File: config.mk
export PLATFORM = sky130hd
export DESIGN_NAME = memory_mapper_flat
export DESIGN_NICKNAME = d
export VERILOG_FILES = /design/src/rtl/memory_mapper_pkg.sv /design/src/rtl/memory_mapper_if.sv /design/src/rtl/memory_mapper_unlock.sv /design/src/rtl/memory_mapper.sv /design/src/flat_wrapper.sv
export SDC_FILE = /design/constraint.sdc
export NUM_CORES = 1
export LEC_CHECK = 0
export CORE_MARGIN = 5
export CORE_UTILIZATION = 49
export CTS_BUF_LIST = sky130_fd_sc_hd__clkbuf_4
export DETAILED_ROUTE_END_ITERATION = 12
export PLACE_DENSITY = 0.78
export REMOVE_ABC_BUFFERS = 1
export SETUP_SLACK_MARGIN = 0.3
export SYNTH_ARGS = -nofsm -noshare
export SYNTH_HDL_FRONTEND = slang
export SYNTH_SLANG_ARGS = --single-unit
export TNS_END_PERCENT = 100
File: constraint.sdc
create_clock -name sys_clock_i -period 3.3 [get_ports sys_clock_i]
set_input_delay 0.66 -clock sys_clock_i [delete_from_list [all_inputs] [get_ports sys_clock_i]]
set_output_delay 0.66 -clock sys_clock_i [all_outputs]
set_load 0.02 [all_outputs]
File: src/rtl/memory_mapper_pkg.sv
// -----------------------------------------------------------------------------
// memory_mapper_pkg
// Shared constants, types and helpers for the windowed expansion-RAM mapper:
// CTRL/WIN register bit positions, register offsets, unlock key bytes, the
// lock FSM state type and address-range helpers for the peek holes.
// -----------------------------------------------------------------------------
package memory_mapper_pkg;

    localparam int CPU_ADDR_WIDTH = 16;
    localparam int DATA_WIDTH     = 8;

    // CTRL register bit indices
    localparam int MEM_MAP_CTRL_ENABLE      = 7;
    localparam int MEM_MAP_CTRL_IO_PEEK     = 6;
    localparam int MEM_MAP_CTRL_SCREEN_PEEK = 5;
    localparam int MEM_MAP_CTRL_COMMIT      = 0;

    // WIN register write-protect bit
    localparam int MEM_MAP_WIN_WP = 7;

    // Register offsets from REG_BASE
    localparam logic [3:0] MEM_MAP_REG_CTRL = 4'd0;
    localparam logic [3:0] MEM_MAP_REG_KEY  = 4'd1;
    localparam logic [3:0] MEM_MAP_REG_WIN0 = 4'd2;

    // Unlock key bytes, written in this order to the KEY register
    localparam logic [7:0] MEM_MAP_KEY1 = 8'hA5;
    localparam logic [7:0] MEM_MAP_KEY2 = 8'h5A;

    typedef enum logic [1:0] {
        LOCKED   = 2'd0,
        KEY1     = 2'd1,
        UNLOCKED = 2'd2
    } mem_map_lock_t;

    // Screen peek hole: $8000-$8FFF
    function automatic logic mem_map_in_screen_peek(input logic [15:0] addr);
        return (addr[15:12] == 4'h8);
    endfunction

    // I/O peek hole: $E810-$EFFF; $E800-$E80F always stays mapped
    function automatic logic mem_map_in_io_peek(input logic [15:0] addr);
        return (addr[15:11] == 5'b11101) && (addr[15:4] != 12'hE80);
    endfunction

endpackage

File: src/rtl/memory_mapper_if.sv
// -----------------------------------------------------------------------------
// memory_mapper_if
// CPU-side bus seen by the mapper.
//   cpu_be        bus enable, qualifies writes and decode
//   cpu_wr_strobe one-cycle write strobe
//   cpu_addr      CPU address
//   cpu_data      CPU write data
// master: CPU / bench side, slave: memory_mapper side.
// -----------------------------------------------------------------------------
interface memory_mapper_if;
    import memory_mapper_pkg::*;

    logic                      cpu_be;
    logic                      cpu_wr_strobe;
    logic [CPU_ADDR_WIDTH-1:0] cpu_addr;
    logic [DATA_WIDTH-1:0]     cpu_data;

    modport master (
        output cpu_be,
        output cpu_wr_strobe,
        output cpu_addr,
        output cpu_data
    );

    modport slave (
        input cpu_be,
        input cpu_wr_strobe,
        input cpu_addr,
        input cpu_data
    );

endinterface

File: src/rtl/memory_mapper_unlock.sv
// -----------------------------------------------------------------------------
// mem_map_unlock
// Key-sequence lock guarding configuration writes.
//   sys_clock_i  clock
//   reset_n_i    synchronous active-low reset
//   reg_wr_i     a register-file write happens this cycle
//   is_key_i     that write targets the KEY register
//   data_i       write data
//   unlocked_o   registered: configuration writes are accepted
// Sequence: $A5 then $5A on KEY. Any other register write between the two
// keys aborts; any KEY write while unlocked relocks ($A5 restarts the
// sequence). With LOCK_EN = 0 the lock is held open.
// -----------------------------------------------------------------------------
module mem_map_unlock
    import memory_mapper_pkg::*;
#(
    parameter bit LOCK_EN = 1'b1
) (
    input  logic       sys_clock_i,
    input  logic       reset_n_i,
    input  logic       reg_wr_i,
    input  logic       is_key_i,
    input  logic [7:0] data_i,
    output logic       unlocked_o
);

    mem_map_lock_t state_r;
    logic          unlocked_r;

    // Lock FSM with registered unlocked flag
    always_ff @(posedge sys_clock_i) begin
        if (!reset_n_i || !LOCK_EN) begin
            state_r    <= LOCK_EN ? LOCKED : UNLOCKED;
            unlocked_r <= !LOCK_EN;
        end else if (reg_wr_i) begin
            case (state_r)
                LOCKED: begin
                    if (is_key_i && (data_i == MEM_MAP_KEY1)) begin
                        state_r    <= KEY1;
                        unlocked_r <= 1'b0;
                    end else begin
                        state_r    <= LOCKED;
                        unlocked_r <= 1'b0;
                    end
                end
                KEY1: begin
                    if (is_key_i && (data_i == MEM_MAP_KEY2)) begin
                        state_r    <= UNLOCKED;
                        unlocked_r <= 1'b1;
                    end else begin
                        state_r    <= LOCKED;
                        unlocked_r <= 1'b0;
                    end
                end
                UNLOCKED: begin
                    if (is_key_i && (data_i == MEM_MAP_KEY1)) begin
                        state_r    <= KEY1;
                        unlocked_r <= 1'b0;
                    end else if (is_key_i) begin
                        state_r    <= LOCKED;
                        unlocked_r <= 1'b0;
                    end else begin
                        state_r    <= UNLOCKED;
                        unlocked_r <= 1'b1;
                    end
                end
                default: begin
                    state_r    <= LOCKED;
                    unlocked_r <= 1'b0;
                end
            endcase
        end else begin
            state_r    <= state_r;
            unlocked_r <= unlocked_r;
        end
    end

    assign unlocked_o = unlocked_r;

endmodule

File: src/rtl/memory_mapper.sv
// -----------------------------------------------------------------------------
// memory_mapper
// Splits $8000-$FFFF into NUM_WINDOWS equal windows, each mapped to one of
// 2^PAGE_BITS expansion-RAM pages with its own write-protect. WIN settings go
// to shadow registers and become active together on a CTRL write with the
// commit bit set. Configuration writes are guarded by mem_map_unlock.
// Ports:
//   sys_clock_i     clock
//   reset_n_i       synchronous active-low reset
//   cpu_bus         CPU bus (be, write strobe, address, data)
//   bank_en_o       address maps to expansion RAM (combinational decode)
//   bank_page_o     selected page, 0 when not mapped
//   bank_ro_o       selected window write-protected, 0 when not mapped
//   locked_o        configuration writes are rejected (registered)
//   wp_violation_o  registered pulse: write hit a protected mapped window
// Register map from REG_BASE: +0 CTRL, +1 KEY, +2+i WIN[i].
// -----------------------------------------------------------------------------
module memory_mapper
    import memory_mapper_pkg::*;
#(
    parameter int          NUM_WINDOWS = 4,
    parameter int          PAGE_BITS   = 3,
    parameter logic [15:0] REG_BASE    = 16'hFFF0,
    parameter bit          LOCK_EN     = 1'b1
) (
    input  logic                  sys_clock_i,
    input  logic                  reset_n_i,
    memory_mapper_if.slave        cpu_bus,
    output logic                  bank_en_o,
    output logic [PAGE_BITS-1:0]  bank_page_o,
    output logic                  bank_ro_o,
    output logic                  locked_o,
    output logic                  wp_violation_o
);

    localparam int WIN_BITS  = $clog2(NUM_WINDOWS);
    localparam int WIN_IDX_W = (WIN_BITS == 0) ? 1 : WIN_BITS;

    logic                 ctrl_enable_r;
    logic                 ctrl_io_peek_r;
    logic                 ctrl_screen_peek_r;
    logic [PAGE_BITS-1:0] shadow_page_r [NUM_WINDOWS];
    logic                 shadow_wp_r   [NUM_WINDOWS];
    logic [PAGE_BITS-1:0] active_page_r [NUM_WINDOWS];
    logic                 active_wp_r   [NUM_WINDOWS];
    logic                 wp_violation_r;

    logic [3:0]           reg_off_s;
    logic                 reg_hit_s;
    logic                 reg_wr_s;
    logic                 unlocked_s;
    logic                 cfg_wr_s;
    logic [WIN_IDX_W-1:0] win_idx_s;
    logic                 peek_s;
    logic                 bank_en_s;
    logic [PAGE_BITS-1:0] bank_page_s;
    logic                 bank_ro_s;
    logic                 unused_data_s;

    // Register file occupies REG_BASE .. REG_BASE+NUM_WINDOWS+1 (16-byte aligned)
    assign reg_off_s = cpu_bus.cpu_addr[3:0];
    assign reg_hit_s = (cpu_bus.cpu_addr[15:4] == REG_BASE[15:4]) &&
                       (reg_off_s < 4'(NUM_WINDOWS + 2));
    assign reg_wr_s  = cpu_bus.cpu_be && cpu_bus.cpu_wr_strobe && reg_hit_s;
    assign cfg_wr_s  = reg_wr_s && unlocked_s;

    // Bits above the page field (other than WP) carry no state
    assign unused_data_s = ^cpu_bus.cpu_data;

    mem_map_unlock #(
        .LOCK_EN (LOCK_EN)
    ) u_unlock (
        .sys_clock_i (sys_clock_i),
        .reset_n_i   (reset_n_i),
        .reg_wr_i    (reg_wr_s),
        .is_key_i    (reg_off_s == MEM_MAP_REG_KEY),
        .data_i      (cpu_bus.cpu_data),
        .unlocked_o  (unlocked_s)
    );

    // CTRL bits, shadow WIN writes and atomic commit to the active set
    always_ff @(posedge sys_clock_i) begin
        if (!reset_n_i) begin
            ctrl_enable_r      <= 1'b0;
            ctrl_io_peek_r     <= 1'b0;
            ctrl_screen_peek_r <= 1'b0;
            for (int i = 0; i < NUM_WINDOWS; i++) begin
                shadow_page_r[i] <= PAGE_BITS'(i);
                shadow_wp_r[i]   <= 1'b0;
                active_page_r[i] <= PAGE_BITS'(i);
                active_wp_r[i]   <= 1'b0;
            end
        end else if (cfg_wr_s) begin
            if (reg_off_s == MEM_MAP_REG_CTRL) begin
                ctrl_enable_r      <= cpu_bus.cpu_data[MEM_MAP_CTRL_ENABLE];
                ctrl_io_peek_r     <= cpu_bus.cpu_data[MEM_MAP_CTRL_IO_PEEK];
                ctrl_screen_peek_r <= cpu_bus.cpu_data[MEM_MAP_CTRL_SCREEN_PEEK];
                if (cpu_bus.cpu_data[MEM_MAP_CTRL_COMMIT]) begin
                    for (int i = 0; i < NUM_WINDOWS; i++) begin
                        active_page_r[i] <= shadow_page_r[i];
                        active_wp_r[i]   <= shadow_wp_r[i];
                    end
                end else begin
                    for (int i = 0; i < NUM_WINDOWS; i++) begin
                        active_page_r[i] <= active_page_r[i];
                        active_wp_r[i]   <= active_wp_r[i];
                    end
                end
            end else begin
                for (int i = 0; i < NUM_WINDOWS; i++) begin
                    if (reg_off_s == (MEM_MAP_REG_WIN0 + 4'(i))) begin
                        shadow_page_r[i] <= cpu_bus.cpu_data[PAGE_BITS-1:0];
                        shadow_wp_r[i]   <= cpu_bus.cpu_data[MEM_MAP_WIN_WP];
                    end else begin
                        shadow_page_r[i] <= shadow_page_r[i];
                        shadow_wp_r[i]   <= shadow_wp_r[i];
                    end
                end
            end
        end else begin
            ctrl_enable_r      <= ctrl_enable_r;
            ctrl_io_peek_r     <= ctrl_io_peek_r;
            ctrl_screen_peek_r <= ctrl_screen_peek_r;
        end
    end

    // Window index from the top address bits below A15 (0 for a single window)
    assign win_idx_s = WIN_IDX_W'(cpu_bus.cpu_addr[14:0] >> (15 - WIN_BITS));

    // Address decode from the active window set
    always_comb begin
        peek_s      = 1'b0;
        bank_en_s   = 1'b0;
        bank_page_s = '0;
        bank_ro_s   = 1'b0;
        if (ctrl_screen_peek_r && mem_map_in_screen_peek(cpu_bus.cpu_addr)) begin
            peek_s = 1'b1;
        end else if (ctrl_io_peek_r && mem_map_in_io_peek(cpu_bus.cpu_addr)) begin
            peek_s = 1'b1;
        end else begin
            peek_s = 1'b0;
        end
        if (cpu_bus.cpu_be && cpu_bus.cpu_addr[15] && ctrl_enable_r && !peek_s) begin
            bank_en_s   = 1'b1;
            bank_page_s = active_page_r[win_idx_s];
            bank_ro_s   = active_wp_r[win_idx_s];
        end else begin
            bank_en_s   = 1'b0;
            bank_page_s = '0;
            bank_ro_s   = 1'b0;
        end
    end

    // Write-protect violation pulse, one cycle after the offending strobe
    always_ff @(posedge sys_clock_i) begin
        if (!reset_n_i) begin
            wp_violation_r <= 1'b0;
        end else begin
            wp_violation_r <= cpu_bus.cpu_be && cpu_bus.cpu_wr_strobe &&
                              bank_en_s && bank_ro_s;
        end
    end

    assign bank_en_o      = bank_en_s;
    assign bank_page_o    = bank_page_s;
    assign bank_ro_o      = bank_ro_s;
    assign locked_o       = !unlocked_s;
    assign wp_violation_o = wp_violation_r;

endmodule

File: src/flat_wrapper.sv
// flat-port wrapper written by rule: the top's interface ports become plain ports
module memory_mapper_flat import memory_mapper_pkg::*;
#(
    parameter int          NUM_WINDOWS = 4,
    parameter int          PAGE_BITS   = 3,
    parameter logic [15:0] REG_BASE    = 16'hFFF0,
    parameter bit          LOCK_EN     = 1'b1
)
  (sys_clock_i, reset_n_i, bank_en_o, bank_page_o, bank_ro_o, locked_o, wp_violation_o, cpu_bus_cpu_be, cpu_bus_cpu_wr_strobe, cpu_bus_cpu_addr, cpu_bus_cpu_data);
  memory_mapper_if cpu_bus_i ();
  input  logic sys_clock_i;
  input  logic reset_n_i;
  output logic bank_en_o;
  output logic [PAGE_BITS-1:0] bank_page_o;
  output logic bank_ro_o;
  output logic locked_o;
  output logic wp_violation_o;
  input wire logic [$bits(cpu_bus_i.cpu_be)-1:0] cpu_bus_cpu_be;
  input wire logic [$bits(cpu_bus_i.cpu_wr_strobe)-1:0] cpu_bus_cpu_wr_strobe;
  input wire logic [$bits(cpu_bus_i.cpu_addr)-1:0] cpu_bus_cpu_addr;
  input wire logic [$bits(cpu_bus_i.cpu_data)-1:0] cpu_bus_cpu_data;
  assign cpu_bus_i.cpu_be = cpu_bus_cpu_be;
  assign cpu_bus_i.cpu_wr_strobe = cpu_bus_cpu_wr_strobe;
  assign cpu_bus_i.cpu_addr = cpu_bus_cpu_addr;
  assign cpu_bus_i.cpu_data = cpu_bus_cpu_data;
  memory_mapper #(.NUM_WINDOWS(NUM_WINDOWS), .PAGE_BITS(PAGE_BITS), .REG_BASE(REG_BASE), .LOCK_EN(LOCK_EN)) u_core (.sys_clock_i(sys_clock_i), .reset_n_i(reset_n_i), .cpu_bus(cpu_bus_i), .bank_en_o(bank_en_o), .bank_page_o(bank_page_o), .bank_ro_o(bank_ro_o), .locked_o(locked_o), .wp_violation_o(wp_violation_o));
endmodule
==> results of run 1 <==
## worst max-delay path, cell delays in order
cell and delay (ps):
clkdlybuf4s50_1 430, nor4_2 310, a2111oi_1 120, or3_4 420
a211oi_2 160, buf_4 170
## state kept, by name (all words and copies together), names as in the netlist
register and cells:
u_core.active_page_r 12, u_core.active_wp_r 4, u_core.ctrl_enable_r 1, u_core.ctrl_io_peek_r 1, u_core.ctrl_screen_peek_r 1, u_core.shadow_page_r 12, u_core.shadow_wp_r 4, u_core.u_unlock.state_r 2
u_core.u_unlock.unlocked_o 1, u_core.wp_violation_o 1
## kinds of logic (layout without fill, tap and decap cells)
group | after synthesis | after routing | share of synthesized area, %
flip-flops | 39 | 39 | 54.8
adder cells (fa/ha/maj) | 4 | 4 | 2.49
multiplexers | 7 | 7 | 5.35
AND/OR/NAND/NOR | 84 | 84 | 27.6
buffers and inverters | 14 | 62 | 3.18
AO/OA/AOI/OAI | 17 | 17 | 6.54
## report_power, final
part | leakage (nW) | total [mW] | internal [mW] | switching (mW)
Sequential | 0.358 | 0.542 | 0.539 | 0.00240
Clock | 0.0361 | 0.239 | 0.0995 | 0.140
Combinational | 0.500 | 0.0904 | 0.0498 | 0.0406
Total | 0.894 | 0.871 | 0.689 | 0.183
## per-layer routing
| layer | global-route usage (%) | vias up |
|---|---|---|
| met5 | 0 | - |
| met4 | 7.04 | 0 |
| met3 | 3.78 | 8 |
| met2 | 26.2 | 48 |
| met1 | 20.8 | 668 |
| li1 | - | 709 |
## what timing repair did
action                                  in CTS  in global routing
pin swaps                                    1                  0
endpoints found under the setup margin       5                  2
buffers inserted                             0                  0
resized for setup                           22                  4
## layout make-up
class	count	area [um2]	area share (%)
Multi-Input combinational cell	112	862	34.2
Timing Repair Buffer	46	407	16.1
Sequential cell	39	1100	43.7
Clock buffer	7	52.6	2.09
Tap cell	50	62.6	2.48
Inverter	8	30.0	1.19
Clock inverter	1	5.00	0.199
## worst paths after layout
check	from	to	slack, ps
max	cpu_bus_cpu_addr[5]	bank_ro_o	370
min	u_core.ctrl_screen_peek_r$_SDFFE_PN0P_	u_core.ctrl_screen_peek_r$_SDFFE_PN0P_	480
max reg2reg	u_core.u_unlock.unlocked_o$_SDFFE_PN0N_	u_core.active_page_r[1][2]$_SDFFCE_PP0P_	1360
min reg2reg	u_core.ctrl_screen_peek_r$_SDFFE_PN0P_	u_core.ctrl_screen_peek_r$_SDFFE_PN0P_	480
## placed cells by master (no fill, tap or decap), types with 5 or more instances in the layout
cell and instances:
buf_4 13, clkbuf_4 7, nand2b_1 6, dfxtp_1 7, and2_1 24, inv_1 8, nand2_1 12, edfxtp_1 32
nand3_1 5, clkdlybuf4s50_1 28
## through the flow
stage                     util (%)  TNS (ps)
after floorplan                  -         0
after global placement        61.7      -437
after detailed placement      61.7      -600
after CTS                     62.9         0
after global routing          63.0         0
final                         63.0         0
==> summary.txt, run 1 <==
Run status
  – Status: finished clean

Placed design
  – Port Buffers: 34
  – Final estimated routing congestion in global placement: 0.889
  – Hpwl dp: 3160 um
  – Post-Place Cells: 255
  – Pre-CTS WS: -232 ps
  – DP Area: 2470 um2

Clock tree
  – Worst-skew pair later-pin latency: 330 ps
  – Clock Sink Count: 39
  – CTS H-tree depth: 2
  – Hold-fix buffers, CTS: 0
  – Clk pin slew, worst setup/hold paths: 110 ps
  – Root Driver: clkbuf_4
  – CTS tree: yes
  – Max Root-Sink Buffers: 2
  – Inserted Clock Buffers: 5

Hold path
  – Hold depth: 2
  – Hold Crit Class: reg -> reg

Yosys
  – Largest cells by area after synthesis: edfxtp_1 (48%), and2_1 (7.5%), dfxtp_1 (7.0%)
  – Area of the mapped netlist: 2010 um2
  – Synth top cells by count: edfxtp_1 (32), and2_1 (24), nand2_1 (12)
  – Synth warn: 0
  – Top-count cell post-synth: edfxtp_1
  – Post-synthesis sequential element count: 39
  – Mean Syn Cell Area: 12.2 um2
  – Synth top area share: 47.8%
  – Post-synthesis sequential area ratio: 54.8%
  – Cells after Synth: 165
  – FFs w/ async S/R, synth: 0%
  – Number of synthesized flops with an enable pin: 32
  – Number of distinct library cells after synthesis: 45
  – Area leader, netlist: edfxtp_1
  – Main synth FF type: edfxtp_1

Worst setup path
  – R2r worst-path depth: 5
  – WP data required: 2640 ps
  – Worst Path Max Fanout: 6
  – Crit path launch type: input port
  – Crit path DAT: 2270 ps
  – Worst Setup Path Type: in -> out
  – Crit path capture type: primary output

Route
  – Top layer in use: met4
  – DRC errors left: 0
  – Routed WL: 3940 um
  – ANT nets after route: 0
  – Met1 WL: 1580 um
  – Initial DRC count: 86
  – DR WL met3: 271 um
  – WL met2: 2020 um
  – DRT Pass-1 Iters: 4
  – Routed len/inst: 15.0 um
  – Routed vias/inst: 5.45
  – Total number of vias: 1433

STA
  – Tmin final: 2930 ps
  – Worst Tran Pin Value: 577 ps
  – F_max: 342 MHz
  – Fin Hold WS: 478 ps
  – Clock skew: 13.3 ps
  – RSZ-0062 raised after global routing: false
  – Final slew viol count: 0
  – Post-route clock period utilization: 88.7%
  – Number of failing hold endpoints at the final stage: 0
  – Max-slew headroom: 61.0%
  – Setup ws final: 373 ps
  – Final count of negative-setup-slack endpoints: 0

Global routing
  – Total GRT Usage: 16.2%
  – Largest net degree at the start of global routing: 17
  – Congestion Overflow GR: 0
  – Vias in the first global route: 1457
  – Initial antenna violation count: 0
  – First-pass GRT wire length: 6720 um

Floorplan
  – Core Rows: 23
  – Io pins: 35
  – Die area: 5480 um2
  – Chip Width: 74.0 um
  – Die Height: 74.0 um
  – Initial Util: 50.2%
  – Core Area: 4000 um2

Power
  – PD cells: 346 nW/um2
  – Pwr Total: 871 uW
  – Lkg Pwr: 0.894 nW
  – Max IR drop VDD: 0.218 mV

Cells and area
  – Fraction of layout instances using a drive strength above 1: 18.8%
  – Antenna diodes: 0
  – Fin cells: 263
  – Syn-to-layout area delta: 25.4%
  – Nets@finish: 244
  – Design Area, Final: 2520 um2
  – Fill cell count: 297

Flow run
  – Max-cap violations: 0
(Power assumes the default switching activity.)
==> run 2: changes to the inputs <==
--- a/config.mk
+++ b/config.mk
@@ -5,6 +5,7 @@
 export SDC_FILE = /design/constraint.sdc
 export NUM_CORES = 1
 export LEC_CHECK = 0
+export ABC_AREA = 0
 export CORE_MARGIN = 5
 export CORE_UTILIZATION = 49
 export CTS_BUF_LIST = sky130_fd_sc_hd__clkbuf_4
==> results of run 2 <==
No change in the layout: final DEF, timing and power equal those of run 1.
==> run 3: changes to the inputs <==
--- a/config.mk
+++ b/config.mk
@@ -7,10 +7,10 @@
 export LEC_CHECK = 0
 export ABC_AREA = 0
 export CORE_MARGIN = 5
-export CORE_UTILIZATION = 49
+export CORE_UTILIZATION = 45
 export CTS_BUF_LIST = sky130_fd_sc_hd__clkbuf_4
 export DETAILED_ROUTE_END_ITERATION = 12
-export PLACE_DENSITY = 0.78
+export PLACE_DENSITY = 0.72
 export REMOVE_ABC_BUFFERS = 1
 export SETUP_SLACK_MARGIN = 0.3
 export SYNTH_ARGS = -nofsm -noshare
==> summary.txt, run 3 (synthesis results as in run 1) <==
Run status
  – Status: finished clean (unchanged)

Global routing
  – Largest net degree at the start of global routing: 17 (unchanged)
  – Congestion Overflow GR: 0 (unchanged)
  – Total GRT Usage: 14.3% (was 16.2%)
  – Initial antenna violation count: 0 (unchanged)
  – Vias in the first global route: 1455 (was 1457)
  – First-pass GRT wire length: 6870 um (was 6720 um)

Cells and area
  – Fin cells: 267 (was 263)
  – Nets@finish: 246 (was 244)
  – Fill cell count: 359 (was 297)
  – Antenna diodes: 0 (unchanged)
  – Design Area, Final: 2540 um2 (was 2520 um2)
  – Most frequent cells in the layout: edfxtp_1 (32), clkdlybuf4s50_1 (29), and2_1 (24), buf_4 (14), nand2_1 (12) (was edfxtp_1 (32), clkdlybuf4s50_1 (28), and2_1 (24), buf_4 (13), nand2_1 (12))
  – Commonest non-fill, non-tap cell in the layout: edfxtp_1 (unchanged)
  – Top flop regs: u_core.active_page_r: 12 flops, u_core.shadow_page_r: 12 flops (unchanged)
  – Syn-to-layout area delta: 26.5% (was 25.4%)
  – Fraction of layout instances using a drive strength above 1: 18.6% (was 18.8%)

Route
  – DRT Pass-1 Iters: 4 (unchanged)
  – Routed len/inst: 15.2 um (was 15.0 um)
  – Initial DRC count: 83 (was 86)
  – Routed WL: 4050 um (was 3940 um)
  – ANT nets after route: 0 (unchanged)
  – Total number of vias: 1426 (was 1433)
  – Routed vias/inst: 5.34 (was 5.45)
  – DRC errors left: 0 (unchanged)

Worst setup path
  – R2r endpoint: u_core.active_page_r[3][1]$_SDFFCE_PP1P_ (was u_core.active_page_r[1][2]$_SDFFCE_PP0P_)
  – Delay-heaviest family, CP: buffers and inverters (was simple AND/OR/NAND/NOR gates)
  – Critical path buffer and inverter count: 3 (was 2)
  – R2R Path Start: u_core.u_unlock.unlocked_o$_SDFFE_PN0N_ (unchanged)
  – Crit path launch type: input port (unchanged)
  – Crit path DAT: 2290 ps (was 2270 ps)
  – Slowest-stage cell, CP: clkdlybuf4s50_1 (unchanged)
  – Cell Chain, Critical Path: clkdlybuf4s50_1 -> nor4_2 -> a2111oi_1 -> or3_4 -> inv_1 -> dlygate4sd2_1 (was clkdlybuf4s50_1 -> nor4_2 -> a2111oi_1 -> or3_4 -> a211oi_2 -> buf_4)
  – Crit path capture type: primary output (unchanged)
  – Worst Path Max Fanout: 6 (unchanged)
  – WP data required: 2640 ps (about the same)
  – R2r worst-path depth: 5 (unchanged)
  – Worst Setup Path Type: in -> out (unchanged)
  – R2r setup slk: 1430 ps (was 1360 ps)
  – Slowest Stage Delay on Critical Path: 440 ps (was 430 ps)

Hold path
  – Hold depth: 2 (unchanged)
  – Hold wc startpoint: u_core.ctrl_screen_peek_r$_SDFFE_PN0P_ (unchanged)
  – Hold Crit Class: reg -> reg (unchanged)
  – Hold Path End: u_core.ctrl_screen_peek_r$_SDFFE_PN0P_ (unchanged)

Floorplan
  – Core Area: 4350 um2 (was 4000 um2)
  – Io pins: 35 (unchanged)
  – Core Rows: 24 (was 23)
  – Die area: 5900 um2 (was 5480 um2)
  – Initial Util: 46.1% (was 50.2%)
  – Chip Width: 76.8 um (was 74.0 um)
  – Die Height: 76.8 um (was 74.0 um)

STA
  – Worst Tran Pin Value: 556 ps (was 577 ps)
  – Final TNS setup: 0 ps (unchanged)
  – Fin Hold WS: 479 ps (was 478 ps)
  – Post-route clock period utilization: 89.4% (was 88.7%)
  – Max-slew headroom: 62.6% (was 61.0%)
  – Final slew viol count: 0 (unchanged)
  – Number of failing hold endpoints at the final stage: 0 (unchanged)
  – F_max: 339 MHz (was 342 MHz)
  – Tmin final: 2950 ps (was 2930 ps)
  – Final count of negative-setup-slack endpoints: 0 (unchanged)
  – Clock skew: 10.2 ps (was 13.3 ps)
  – RSZ-0062 raised after global routing: true (was false)

Power
  – Switch Pwr: 198 uW (was 183 uW)
  – PD cells: 346 nW/um2 (about the same)
  – Combinational share of power: 10.5% (was 10.4%)
  – Seq pwr share: 61.6% (was 62.2%)
  – Max IR drop VDD: 0.179 mV (was 0.218 mV)
  – Internal power: 681 uW (was 689 uW)
  – Lkg Pwr: 0.899 nW (was 0.894 nW)
  – Sw frac: 22.5% (was 21.0%)
  – Clock Power Share: 27.9% (was 27.4%)

Clock tree
  – Clock Sink Count: 39 (unchanged)
  – Root Driver: clkbuf_4 (unchanged)
  – Worst-skew pair later-pin latency: 340 ps (was 330 ps)
  – Hold-fix buffers, CTS: 0 (unchanged)
  – CTS tree: yes (unchanged)
  – Inserted Clock Buffers: 5 (unchanged)
  – Setup Fix Bufs, Post-CTS: 0 (unchanged)
  – Clk pin slew, worst setup/hold paths: 110 ps (about the same)
  – Max Root-Sink Buffers: 2 (unchanged)
  – CTS H-tree depth: 2 (unchanged)

Flow run
  – Max-cap violations: 0 (unchanged)

Placed design
  – Hpwl dp: 3210 um (was 3160 um)
  – DP Area: 2490 um2 (was 2470 um2)
  – Final estimated routing congestion in global placement: 0.913 (was 0.889)
  – Post-Place Cells: 259 (was 255)
  – Port Buffers: 34 (unchanged)
## run 3: area by class of cell
type,instances,area (um2),share of cell area (%)
Inverter,8,30.0,1.18
Multi-Input combinational cell,112,857,33.7
Timing Repair Buffer,48,430,16.9
Clock inverter,2,12.5,0.492
Clock buffer,6,45.0,1.77
Sequential cell,39,1100,43.3
Tap cell,52,65.1,2.56
## run 3: worst max path at each step
stage / startpoint / cells after the start / end
2_1_floorplan: cpu_bus_cpu_addr[14] / 4 / u_core.active_page_r[0][0]$_SDFFCE_PP0P_
3_3_place_gp: cpu_bus_cpu_addr[5] / 6 / bank_ro_o
3_5_place_dp: cpu_bus_cpu_addr[5] / 6 / bank_ro_o
4_1_cts: cpu_bus_cpu_addr[5] / 6 / bank_page_o[0]
5_1_grt: cpu_bus_cpu_addr[14] / 6 / bank_en_o
6_report: cpu_bus_cpu_addr[5] / 6 / bank_en_o
## run 3: metrics by stage
step / worst slack (ps) / util [%] / power, mW
6_report: 349 / 58.4 / 0.879
5_1_grt: 240 / 58.4 / 0.918
4_1_cts: 307 / 58.6 / 0.888
3_5_place_dp: -190 / 57.1 / 0.645
3_3_place_gp: -142 / 57.1 / 0.642
2_1_floorplan: 280 / - / 0.581
## run 3: power by group through the flow
stage          sequential [mW]  combinational, mW  clock, mW
6_report                 0.542             0.0927      0.245
5_1_grt                  0.543              0.101      0.275
4_1_cts                  0.542             0.0932      0.253
3_5_place_dp             0.553             0.0921          0
3_3_place_gp             0.552             0.0894          0
2_1_floorplan            0.552             0.0283          0
## run 3: worst reg2reg max path: stages, from the launching register on
cell,delay [ps]
dfxtp_1,400
nor3b_1,260
nand4_1,190
nand2b_1,290
o21ai_1,170
buf_4,250
## run 3: routing by layer
metal  routed length [um]  track usage (%)  up-vias  part of all wire (%)
met5                    0                0        -                     0
met4                   49             4.72        0                   1.2
met3                  206             3.16        7                   5.1
met2                 2050             24.1       34                    51
met1                 1750             18.0      667                    43
li1                     -                -      718                     -
## run 3: timing repair
item	CTS	global route
gates resized for setup	17	3
setup endpoints to repair	5	5
pin swaps	1	0
